`config.mk`:
```
export PLATFORM = sky130hd
export DESIGN_NAME = psa16_adder
export DESIGN_NICKNAME = d
export VERILOG_FILES = /design/src/rtl/psa16_adder.sv
export SDC_FILE = /design/constraint.sdc
export NUM_CORES = 1
export LEC_CHECK = 0
export ABC_CLOCK_PERIOD_IN_PS = 4450
export BUFFER_PORTS_ARGS = -buffer_cell sky130_fd_sc_hd__buf_2
export CORE_ASPECT_RATIO = 2
export CORE_MARGIN = 4
export CORE_UTILIZATION = 50
export DETAILED_ROUTE_END_ITERATION = 12
export GPL_ROUTABILITY_DRIVEN = 0
export PLACE_DENSITY = 0.79
export SKIP_LAST_GASP = 1
export SLEW_MARGIN = 10
export SYNTH_ARGS = -nofsm -noshare
export SYNTH_HDL_FRONTEND = slang
export SYNTH_SLANG_ARGS = --single-unit
```
`constraint.sdc`:
```
create_clock -name clk -period 4.45 [get_ports clk]
set_input_delay 0.445 -clock clk [delete_from_list [all_inputs] [get_ports clk]]
set_output_delay 0.445 -clock clk [all_outputs]
set_load 0.01 [all_outputs]
```
`src/rtl/psa16_adder.sv`:
```
// rtl/psa16_adder.sv - registered 16-bit adder/subtractor with packed 4x4-bit saturating mode
module psa16_adder (
  input  logic        clk,
  input  logic        rst,
  input  logic [15:0] A,
  input  logic [15:0] B,
  input  logic        Sub,
  input  logic        pad,
  output logic [15:0] Sum,
  output logic        Ovfl
);

  logic [15:0] bb;
  logic [15:0] g;
  logic [15:0] p;
  logic [15:0] cv;
  logic [15:0] raw;
  logic [15:0] res;
  logic [3:0]  slice_cin;
  logic [3:0]  grp_g;
  logic [3:0]  grp_p;
  logic [3:0]  lane_ov;
  logic        ovfl_next;

  always_comb begin
    bb        = Sub ? ~B : B;
    g         = A & bb;
    p         = A ^ bb;
    cv        = '0;
    raw       = '0;
    res       = '0;
    slice_cin = '0;
    grp_g     = '0;
    grp_p     = '0;
    lane_ov   = '0;
    ovfl_next = 1'b0;

    for (int i = 0; i < 4; i++) begin
      // Packed mode cuts the chain: every lane restarts with carry-in = Sub.
      if (i == 0 || pad)
        slice_cin[i] = Sub;
      else
        slice_cin[i] = grp_g[i-1] | (grp_p[i-1] & slice_cin[i-1]);

      cv[4*i]   = slice_cin[i];
      cv[4*i+1] = g[4*i] | (p[4*i] & slice_cin[i]);
      cv[4*i+2] = g[4*i+1] | (p[4*i+1] & g[4*i])
                | (p[4*i+1] & p[4*i] & slice_cin[i]);
      cv[4*i+3] = g[4*i+2] | (p[4*i+2] & g[4*i+1])
                | (p[4*i+2] & p[4*i+1] & g[4*i])
                | (p[4*i+2] & p[4*i+1] & p[4*i] & slice_cin[i]);

      grp_g[i] = g[4*i+3] | (p[4*i+3] & g[4*i+2])
               | (p[4*i+3] & p[4*i+2] & g[4*i+1])
               | (p[4*i+3] & p[4*i+2] & p[4*i+1] & g[4*i]);
      grp_p[i] = &p[4*i +: 4];

      raw[4*i +: 4] = p[4*i +: 4] ^ cv[4*i +: 4];
      lane_ov[i]    = (A[4*i+3] == bb[4*i+3]) && (raw[4*i+3] != A[4*i+3]);

      if (pad && lane_ov[i])
        res[4*i +: 4] = A[4*i+3] ? 4'h8 : 4'h7;
      else
        res[4*i +: 4] = raw[4*i +: 4];
    end

    // In word mode the top slice's sign check is the 16-bit overflow.
    ovfl_next = pad ? (|lane_ov) : lane_ov[3];
  end

  always_ff @(posedge clk) begin
    if (rst) begin
      Sum  <= 16'h0000;
      Ovfl <= 1'b0;
    end else begin
      Sum  <= res;
      Ovfl <= ovfl_next;
    end
  end

endmodule

```
==> results.md, run 1 <==
- Largest family of logic cells by synthesized area: compound AO/OA/AOI/OAI gates
- Grt ovf: 0
- Hold/Removal Path Class: in2reg
- Worst IR Drop VDD: 163 uV
- Prevailing post-synth register cell: dfxtp_1
- Worst Path Arrival: 3.43 ns
- Area share of fa/ha/maj cells after synthesis: 14.5%
- Pins Over Slew Limit: 0
- Vias/cell: 5.87
- I/O pin total: 53
- Number of max-cap violations: 0
- Global-route wire length before repair: 6.95 mm
- Synth Cell Area: 1710 um2
- Crit path cell chain: buf_2 -> xor2_1 -> ha_1 -> a211oi_4 -> o21bai_4 -> a211oi_4 -> nor3_2 -> nand2b_1 -> a21oi_1 -> fa_1 -> inv_1 -> a31oi_1 -> a2111oi_2
- Period Utilization, post-route: 73.7%
- Starting Density: 53.0%
- Post-CTS Resized: 0
- Synth Instances: 205
- Max Fclk: 305 MHz
- Vias after detailed routing: 1672
- Num CTS Buffers: 3
- Async SR Flop Fraction: 0%
- CP peak stage delay: 0.48 ns
- Compound-cell area share of the yosys netlist: 31.7%
- Syn_area_per_cell: 8.35 um2
- Post-CTS Setup Inserts: 0
- All-Layer GR Usage: 19.3%
- Synth Net Count: 259
- Cell area power density: 311 nW/um2
- Crit end category: flop
- Post-synthesis mux area share: 1.75%
- Final ANT Viol Nets: 0
- DP HPWL: 3.29 mm
- Most common cell on crit path: a211oi_4
- Final setup fails: 0
- IO buf count: 52
- Leak pwr: 0.964 nW
- Die height: 90.7 um
- Clock-pin slew on the worst setup and hold paths: 0.06 ns
- Die Area: 4480 um2
- # rows: 29
- WP buf/inv: 2
- YS warnings: 0
- FF+latch count, synth: 17
- Largest net degree at the start of global routing: 24
- DR pass1 iterations: 4
- Setup TNS Final: 0 ns
- H-Tree Level Count: 1
- Hold buffers post-CTS: 0
- Final non-filler cell total: 285
- CP top delay family: compound AO/OA/AOI/OAI gates
- Vias in the first global route: 1690
- Fraction of layout cells with a size suffix above 1: 25.6%
- Actual transition at the worst max-transition pin: 0.603 ns
- Diodes inserted: 0
- DRC: 0
- Routed WL: 4.06 mm
- NumNets Final: 309
- Fin crit period: 3.28 ns
- Clk sink count: 17
- Most frequent cells in the layout: 52 x buf_2, 19 x xor2_1, 19 x nor2_1, 19 x a21oi_1, 17 x dfxtp_1
- Wire per inst: 14.2 um
- EDFF count, synth: 0
- Initial antenna violation count: 0
- Critical Path RT: 4.61 ns
- Die Wd: 49.4 um
- Yosys cell types: 48
- Post-Synth Simple-Gate Area: 14.6%
- Startpoint types: primary input
- Initial drt markers: 37
- Core Region: 3230 um2
- Xor/xnor share of the synthesized area: 13.8%
- Setup Crit Path Kind: in2reg
- Seq/Total Area, Yosys: 19.9%
- Area delta synth->final: 18.6%
- Worst Path Max Fanout: 23
- DP Cell Count: 281
- CTS max path bufs: 2
- RSZ-0062 raised after global routing: no
- Outcome: complete, no violations
- TritonCTS clock tree: yes
- Slowest cell on crit path: buf_2
- Most common cell after layout, fill and taps aside: buf_2
- Fin. Hold Viols: 0
- Root Buffer Master: clkbuf_8
- Relative slew slack: 59.8%
-- cell usage after synthesis, types with 2 or more instances --
cell	instances	share of area, %
a211oi_1	4	1.8
dfxtp_1	17	20
mux2i_1	3	1.8
o21ai_0	6	1.8
inv_1	10	2.2
ha_1	15	11
a211oi_4	2	2.3
o41ai_1	4	2.0
buf_1	2	0.44
nor2b_1	6	2.2
a22oi_1	2	0.88
a211o_1	2	1.0
clkbuf_1	5	1.1
nor3_1	3	0.88
a21o_1	5	2.2
a31o_1	2	1.0
nand2b_1	6	2.2
o21ai_1	5	1.5
fa_1	3	3.5
o21bai_1	2	0.88
nand2_1	6	1.3
xor2_1	19	9.7
nand3_1	3	0.88
a31oi_1	5	1.8
xnor2_1	8	4.1
a21oi_1	19	5.6
a21oi_2	2	1.0
nor2_1	19	4.2
-- cell type report --
type                       count  area (um2)
multi-input combinational    171        1310
tap                           31        38.8
inverter                      10        37.5
sequential                    17         340
clock buffer                   4        45.0
fill                         316        1200
timing repair buffer          52         260
-- path summary, 6_finish.rpt --
check / endpoint / startpoint / cells after the start / slack (ns)
max: Sum[12] / Sub / 13 / 1.17
min: Sum[5] / A[7] / 2 / 0.46
-- metal layers --
layer / up-vias / track usage (%) / part of all wire [%]
li1: 844 / - / -
met1: 779 / 17.7 / 34
met2: 38 / 39.1 / 59
met3: 11 / 1.82 / 3.8
met4: 0 / 9.70 / 3.3
met5: - / 0 / 0
-- flip-flops by register name (all words and copies together) (netlist names) --
signal	flops
Sum	16
Ovfl	1
-- power breakdown --
part / leakage (nW) / switching (mW) / internal [mW]
Clock: 0.0228 / 0.0523 / 0.0636
Combinational: 0.800 / 0.185 / 0.145
Sequential: 0.142 / 0.00529 / 0.180
Total: 0.964 / 0.243 / 0.389
-- cell families (layout without fill, tap and decap cells) --
group	Yosys count	after routing
muxes	3	3
DFF	17	17
xor gates and xnor gates	27	27
AOI/OAI and AO/OA	73	73
and+or+nand+nor	50	50
buffers and inverters	17	66
adders and majority gates	18	18
-- stage by stage --
step	hold WS [ns]	area (um2)	power, mW	setup WS (ns)	util [%]
detailed placement	0.730	1980	0.520	0.914	61.4
global placement	0.731	1980	0.514	1.01	61.4
global route	0.478	2030	0.687	0.897	62.8
floorplan	0.543	1710	0.432	0.747	-
CTS	0.463	2030	0.636	1.16	62.8
finish	0.460	2030	0.632	1.17	62.8
(Power assumes the default switching activity.)
==> run 2: changes to the inputs <==
--- a/config.mk
+++ b/config.mk
@@ -5,14 +5,14 @@
 export SDC_FILE = /design/constraint.sdc
 export NUM_CORES = 1
 export LEC_CHECK = 0
-export ABC_CLOCK_PERIOD_IN_PS = 4450
+export ABC_CLOCK_PERIOD_IN_PS = 2900
 export BUFFER_PORTS_ARGS = -buffer_cell sky130_fd_sc_hd__buf_2
 export CORE_ASPECT_RATIO = 2
 export CORE_MARGIN = 4
-export CORE_UTILIZATION = 50
+export CORE_UTILIZATION = 47
 export DETAILED_ROUTE_END_ITERATION = 12
 export GPL_ROUTABILITY_DRIVEN = 0
-export PLACE_DENSITY = 0.79
+export PLACE_DENSITY = 0.78
 export SKIP_LAST_GASP = 1
 export SLEW_MARGIN = 10
 export SYNTH_ARGS = -nofsm -noshare
==> constraint.sdc (replaced) <==
create_clock -name clk -period 2.9 [get_ports clk]
set_input_delay 0.29 -clock clk [delete_from_list [all_inputs] [get_ports clk]]
set_output_delay 0.29 -clock clk [all_outputs]
set_load 0.01 [all_outputs]
==> results.md, run 2 (synthesis results as in run 1) <==
- Die height: 93.3 um (+2.9%)
- Vias in the first global route: 1643 (-2.8%)
- Setup TNS Final: 0 ns (unchanged)
- IO buf count: 52 (unchanged)
- Root Buffer Master: clkbuf_8
- Cell area power density: 469 nW/um2 (+51%)
- CP peak stage delay: 0.47 ns (about the same)
- Final setup fails: 0 (unchanged)
- Post-CTS Setup Inserts: 0 (unchanged)
- Core Region: 3450 um2 (+6.9%)
- Worst Slack Setup Final: 0.208 ns (-0.964 ns)
- Vias after detailed routing: 1733 (+3.6%)
- Max Fclk: 371 MHz
- Critical Path RT: 3.05 ns (-1.56 ns)
- Number of max-cap violations: 0 (unchanged)
- Fraction of layout cells with a size suffix above 1: 28.5% (+2.9 points)
- Initial antenna violation count: 0 (unchanged)
- I/O pin total: 53 (unchanged)
- DP HPWL: 3.59 mm (+9.2%)
- Max reg flops: 16 (unchanged)
- Diodes inserted: 0 (unchanged)
- Most common cell on crit path: a211oi_4
- Highest routed layer: met4
- Period Utilization, post-route: 92.8%
- Grt ovf: 0 (unchanged)
- Num CTS Buffers: 3 (unchanged)
- Outcome: complete, no violations
- Hold buffers post-CTS: 0 (unchanged)
- CTS max path bufs: 2 (unchanged)
- Starting Density: 49.6% (-3.4 points)
- Actual transition at the worst max-transition pin: 0.452 ns (-0.151 ns)
- Setup Crit Path Kind: in2reg
- Wire length on met3: 220 um (+41%)
- Power Total: 1.00 mW (+58%)
- Largest net degree at the start of global routing: 23 (-4.2%)
- CP top delay family: compound AO/OA/AOI/OAI gates
- Global-route wire length before repair: 7.06 mm (+1.6%)
- Most common cell after layout, fill and taps aside: buf_2
- Worst Path Arrival: 2.84 ns (-0.59 ns)
- WP buf/inv: 2 (unchanged)
- Final ANT Viol Nets: 0 (unchanged)
- Largest regs: Sum x16, Ovfl x1
- Crit end category: flop
- Met2 WL post-DR: 2.54 mm (+6.9%)
- Crit path cell chain: buf_2 -> xor2_1 -> ha_1 -> a211oi_4 -> o21bai_4 -> a211oi_4 -> nor3_2 -> nand2b_1 -> a21oi_2 -> fa_1 -> inv_1 -> a31oi_1 -> a2111oi_2
- Pins Over Slew Limit: 0 (unchanged)
- Slowest cell on crit path: fa_1
- Worst IR Drop VDD: 309 uV (+89%)
- Pre-CTS setup slack: -0.0597 ns (-0.973 ns)
- DRC: 0 (unchanged)
- All-Layer GR Usage: 19.1% (-0.21 points)
- Fin. Hold Viols: 0 (unchanged)
- # rows: 30 (+3.4%)
- TritonCTS clock tree: yes
- Relative slew slack: 69.8% (+10 points)
- Die Wd: 50.7 um (+2.6%)
- Clk sink count: 17 (unchanged)
- Fin crit period: 2.69 ns
- Initial drt markers: 25 (-32%)
- Die Area: 4730 um2 (+5.6%)
- Register bank with the most flops: Sum
- Hold/Removal Path Class: in2reg
- DR pass1 iterations: 4 (unchanged)
- NumNets Final: 318 (+2.9%)
- RSZ-0062 raised after global routing: no
- Routed WL: 4.25 mm (+4.9%)
- Leak pwr: 1.01 nW (+5.0%)
- Vias/cell: 5.57 (-5.0%)
- H-Tree Level Count: 1 (unchanged)
- Post-CTS Resized: 0 (unchanged)
- Most frequent cells in the layout: 52 x buf_2, 19 x xor2_1, 19 x nor2_1
- Clock-pin slew on the worst setup and hold paths: 0.07 ns (about the same)
- Metal-1 WL: 1.38 mm (-1.0%)
- Area delta synth->final: 24.7%
- Worst Path Max Fanout: 5 (-78%)
- Wire per inst: 13.7 um (-3.9%)
- Startpoint types: primary input
-- run 2: final cells by class --
class                      count  area, um2
fill                         354       1320
sequential                    17        340
tap                           48       60.1
clock buffer                   4       45.0
timing repair buffer          61        340
multi-input combinational    171       1310
inverter                      10       37.5
-- run 2: metal layers --
metal / vias to the layer above / global-route usage, %
met5: - / 0
met4: 0 / 8.54
met3: 8 / 1.59
met2: 54 / 38.5
met1: 808 / 18.3
li1: 863 / -
-- run 2: final timing paths --
kind | start | to | slack [ns] | cells after the start
hold / removal | A[7] | Sum[6] | 0.31 | 2
setup / recovery | Sub | Sum[12] | 0.21 | 13
-- run 2: metrics by stage --
stage	std cells	area [um2]	util, %	hold slack [ns]
2_1_floorplan	205	1740	-	0.388
3_3_place_gp	307	2090	60.5	0.555
3_5_place_dp	307	2090	60.5	0.560
4_1_cts	311	2130	61.8	0.298
5_1_grt	311	2130	61.8	0.299
6_report	311	2130	61.8	0.305
-- run 2: report_power, final --
part           switching [mW]  internal (mW)  total [mW]
clock                  0.0776         0.0972       0.175
sequential            0.00824          0.276       0.285
combinational           0.297          0.245       0.541
==> run 3: changes to the inputs <==
--- a/config.mk
+++ b/config.mk
@@ -5,14 +5,15 @@
 export SDC_FILE = /design/constraint.sdc
 export NUM_CORES = 1
 export LEC_CHECK = 0
+export ABC_AREA = 1
 export ABC_CLOCK_PERIOD_IN_PS = 2900
 export BUFFER_PORTS_ARGS = -buffer_cell sky130_fd_sc_hd__buf_2
 export CORE_ASPECT_RATIO = 2
 export CORE_MARGIN = 4
-export CORE_UTILIZATION = 47
+export CORE_UTILIZATION = 46
 export DETAILED_ROUTE_END_ITERATION = 12
 export GPL_ROUTABILITY_DRIVEN = 0
-export PLACE_DENSITY = 0.78
+export PLACE_DENSITY = 0.77
 export SKIP_LAST_GASP = 1
 export SLEW_MARGIN = 10
 export SYNTH_ARGS = -nofsm -noshare
==> results.md, run 3 <==
- Vias/cell: 4.96 (-11%)
- Die height: 92 um (-1.4%)
- WP buf/inv: 3 (+1)
- EDFF count, synth: 0 (unchanged)
- Number of max-cap violations: 0 (unchanged)
- CP peak stage delay: 0.38 ns (-0.09 ns)
- Die Wd: 50 um (-1.3%)
- Max Fclk: 430 MHz (+16%)
- Cell area power density: 461 nW/um2 (-1.7%)
- Leak pwr: 1.10 nW (+8.8%)
- Most frequent cells in the layout: 52 x buf_2, 33 x nand2_1, 30 x inv_1
- Crit. path cell count: 16 (+3)
- Period Utilization, post-route: 80.3% (-13 points)
- Synth area leader: dfxtp_1
- Vias after detailed routing: 1558 (-10%)
- Post-CTS Setup Inserts: 0 (unchanged)
- Critical Path RT: 3.09 ns (+0.04 ns)
- Most common cell after layout, fill and taps aside: buf_2
- Final cell utilization of the core: 57.9% (-3.9 points)
- Largest regs: Sum x16, Ovfl x1
- Clock-pin slew on the worst setup and hold paths: 0.06 ns (about the same)
- Setup Crit Path Kind: in2reg
- Initial drt markers: 18 (-28%)
- Final setup fails: 0 (unchanged)
- Largest family of logic cells by synthesized area: simple AND/OR/NAND/NOR gates
- Most frequent cell after synthesis: nand2_1
- CTS max path bufs: 2 (unchanged)
- Xor/xnor share of the synthesized area: 12.4% (-1.4 points)
- Synth top area share: 21.0% (+1.1 points)
- Routed WL: 3.54 mm (-17%)
- Synth Net Count: 266 (+2.7%)
- RSZ-0062 raised after global routing: no
- Syn_area_per_cell: 7.65 um2 (-8.3%)
- Diodes inserted: 0 (unchanged)
- # rows: 30 (unchanged)
- Worst Path Max Fanout: 14 (+9)
- Synth Cell Area: 1620 um2 (-5.2%)
- Fraction of layout cells with a size suffix above 1: 35.3% (+6.8 points)
- Synth Instances: 212 (+3.4%)
- Seq/Total Area, Yosys: 21.0% (+1.1 points)
- Grt ovf: 0 (unchanged)
- Worst IR Drop VDD: 234 uV (-24%)
- Root Buffer Master: clkbuf_8
- Num CTS Buffers: 3 (unchanged)
- NumNets Final: 321 (+0.94%)
- Pins Over Slew Limit: 0 (unchanged)
- Starting Density: 47.5% (-2.1 points)
- TritonCTS clock tree: yes
- Global-route wire length before repair: 6.27 mm (-11%)
- IO buf count: 52 (unchanged)
- Actual transition at the worst max-transition pin: 0.405 ns (-0.0464 ns)
- Crit end category: flop
- WHS: 0.385 ns (+0.0799 ns)
- Initial antenna violation count: 0 (unchanged)
- Largest net degree at the start of global routing: 16 (-30%)
- Post-CTS Resized: 0 (unchanged)
- Worst Path Arrival: 2.51 ns (-0.33 ns)
- YS warnings: 0 (unchanged)
- Prevailing post-synth register cell: dfxtp_1
- Hold Path End: Ovfl
- Async SR Flop Fraction: 0% (unchanged)
- Synth top cells by count: 33 x nand2_1, 30 x inv_1, 19 x a21oi_1, 18 x xor2_1, 17 x dfxtp_1
- Clk sink count: 17 (unchanged)
- Final ANT Viol Nets: 0 (unchanged)
- Wire per inst: 11.3 um (-18%)
- Crit path cell chain: buf_2 -> xor2_1 -> ha_1 -> inv_2 -> o21ai_2 -> inv_2 -> nand2_1 -> nand3_2 -> nand3_2 -> nand3_2 -> nand2_2 -> nand2_1 -> fa_1 -> xnor2_1 -> nand2_1 -> a21oi_1
- Fin. Hold Viols: 0 (unchanged)
- FF+latch count, synth: 17 (unchanged)
- DRC: 0 (unchanged)
- Register bank with the most flops: Sum
- Top cells by area, synth: dfxtp_1 21%, ha_1 12%, xor2_1 9.7%
- Post-synthesis mux area share: 0.617% (-1.1 points)
- Fin crit period: 2.33 ns (-0.364 ns)
- Max reg flops: 16 (unchanged)
- Compound-cell area share of the yosys netlist: 10.7% (-21 points)
- Post-Synth Simple-Gate Area: 30.3% (+16 points)
- Setup TNS Final: 0 ns (unchanged)
- Core Region: 3420 um2 (-1.1%)
- Area delta synth->final: 21.8%
- Startpoint of the worst hold path: rst
- Outcome: complete, no violations
- DP HPWL: 3.11 mm (-13%)
- DR pass1 iterations: 4 (unchanged)
- Yosys cell types: 37 (-23%)
- Area share of fa/ha/maj cells after synthesis: 15.3% (+0.79 points)
- Slowest cell on crit path: fa_1
- CP top delay family: adder cells
- All-Layer GR Usage: 16.8% (-2.2 points)
- Hold buffers post-CTS: 0 (unchanged)
- Startpoint types: primary input
- I/O pin total: 53 (unchanged)
- H-Tree Level Count: 1 (unchanged)
- Vias in the first global route: 1597 (-2.8%)
- Hold path depth: 2 (unchanged)
- Hold/Removal Path Class: in2reg
- Relative slew slack: 73.0% (+3.2 points)
- Die Area: 4600 um2 (-2.7%)
run 3: cell types whose count changed in the layout (fill, tap and decap cells not counted), moves of 7 or more:
cell / previous run / this run
nand3_1: 3 / 10
inv_1: 10 / 30
nand3_2: 0 / 8
nand2_1: 6 / 33
nand2_2: 0 / 11
nor2_1: 19 / 7
run 3: final cells by class:
cell class / instances / area, um2
fill: 341 / 1440
sequential: 17 / 340
multi-input combinational: 157 / 1120
inverter: 34 / 130
timing repair buffer: 54 / 275
tap: 48 / 60.1
clock inverter: 1 / 5.00
clock buffer: 3 / 41.3
run 3: cells by family after synthesis:
family,Yosys count
buffers and inverters,38
AOI/OAI and AO/OA,29
DFF,17
muxes,1
adders and majority gates,18
and+or+nand+nor,86
xor gates and xnor gates,23
run 3: metrics by stage:
step / setup WS, ns / cell area (um2) / total power [mW] / std cells
6_report: 0.572 / 1980 / 0.911 / 314
3_3_place_gp: 0.348 / 1930 / 0.731 / 310
5_1_grt: 0.370 / 1980 / 0.993 / 314
2_1_floorplan: 0.368 / 1620 / 0.618 / 212
4_1_cts: 0.546 / 1980 / 0.916 / 314
3_5_place_dp: 0.300 / 1930 / 0.743 / 310
run 3: worst max path at each step:
stage / startpoint / to
2_1_floorplan: Sub / Sum[13]
3_3_place_gp: Sub / Sum[13]
3_5_place_dp: Sub / Sum[13]
4_1_cts: Sub / Sum[13]
5_1_grt: Sub / Sum[13]
6_report: Sub / Sum[13]
run 3: report_power, final:
part | total, mW | switching, mW | internal [mW] | leakage (nW)
Sequential | 0.285 | 0.00889 | 0.276 | 0.142
Combinational | 0.449 | 0.259 | 0.190 | 0.933
Clock | 0.177 | 0.0816 | 0.0953 | 0.0255
Total | 0.911 | 0.350 | 0.561 | 1.10
run 3: per-layer routing:
layer  global-route usage (%)  routed length (um)
met1                     16.0                1200
met2                     34.3                2150
met3                     2.11                 150
met4                     5.54                  42
met5                        0                   0
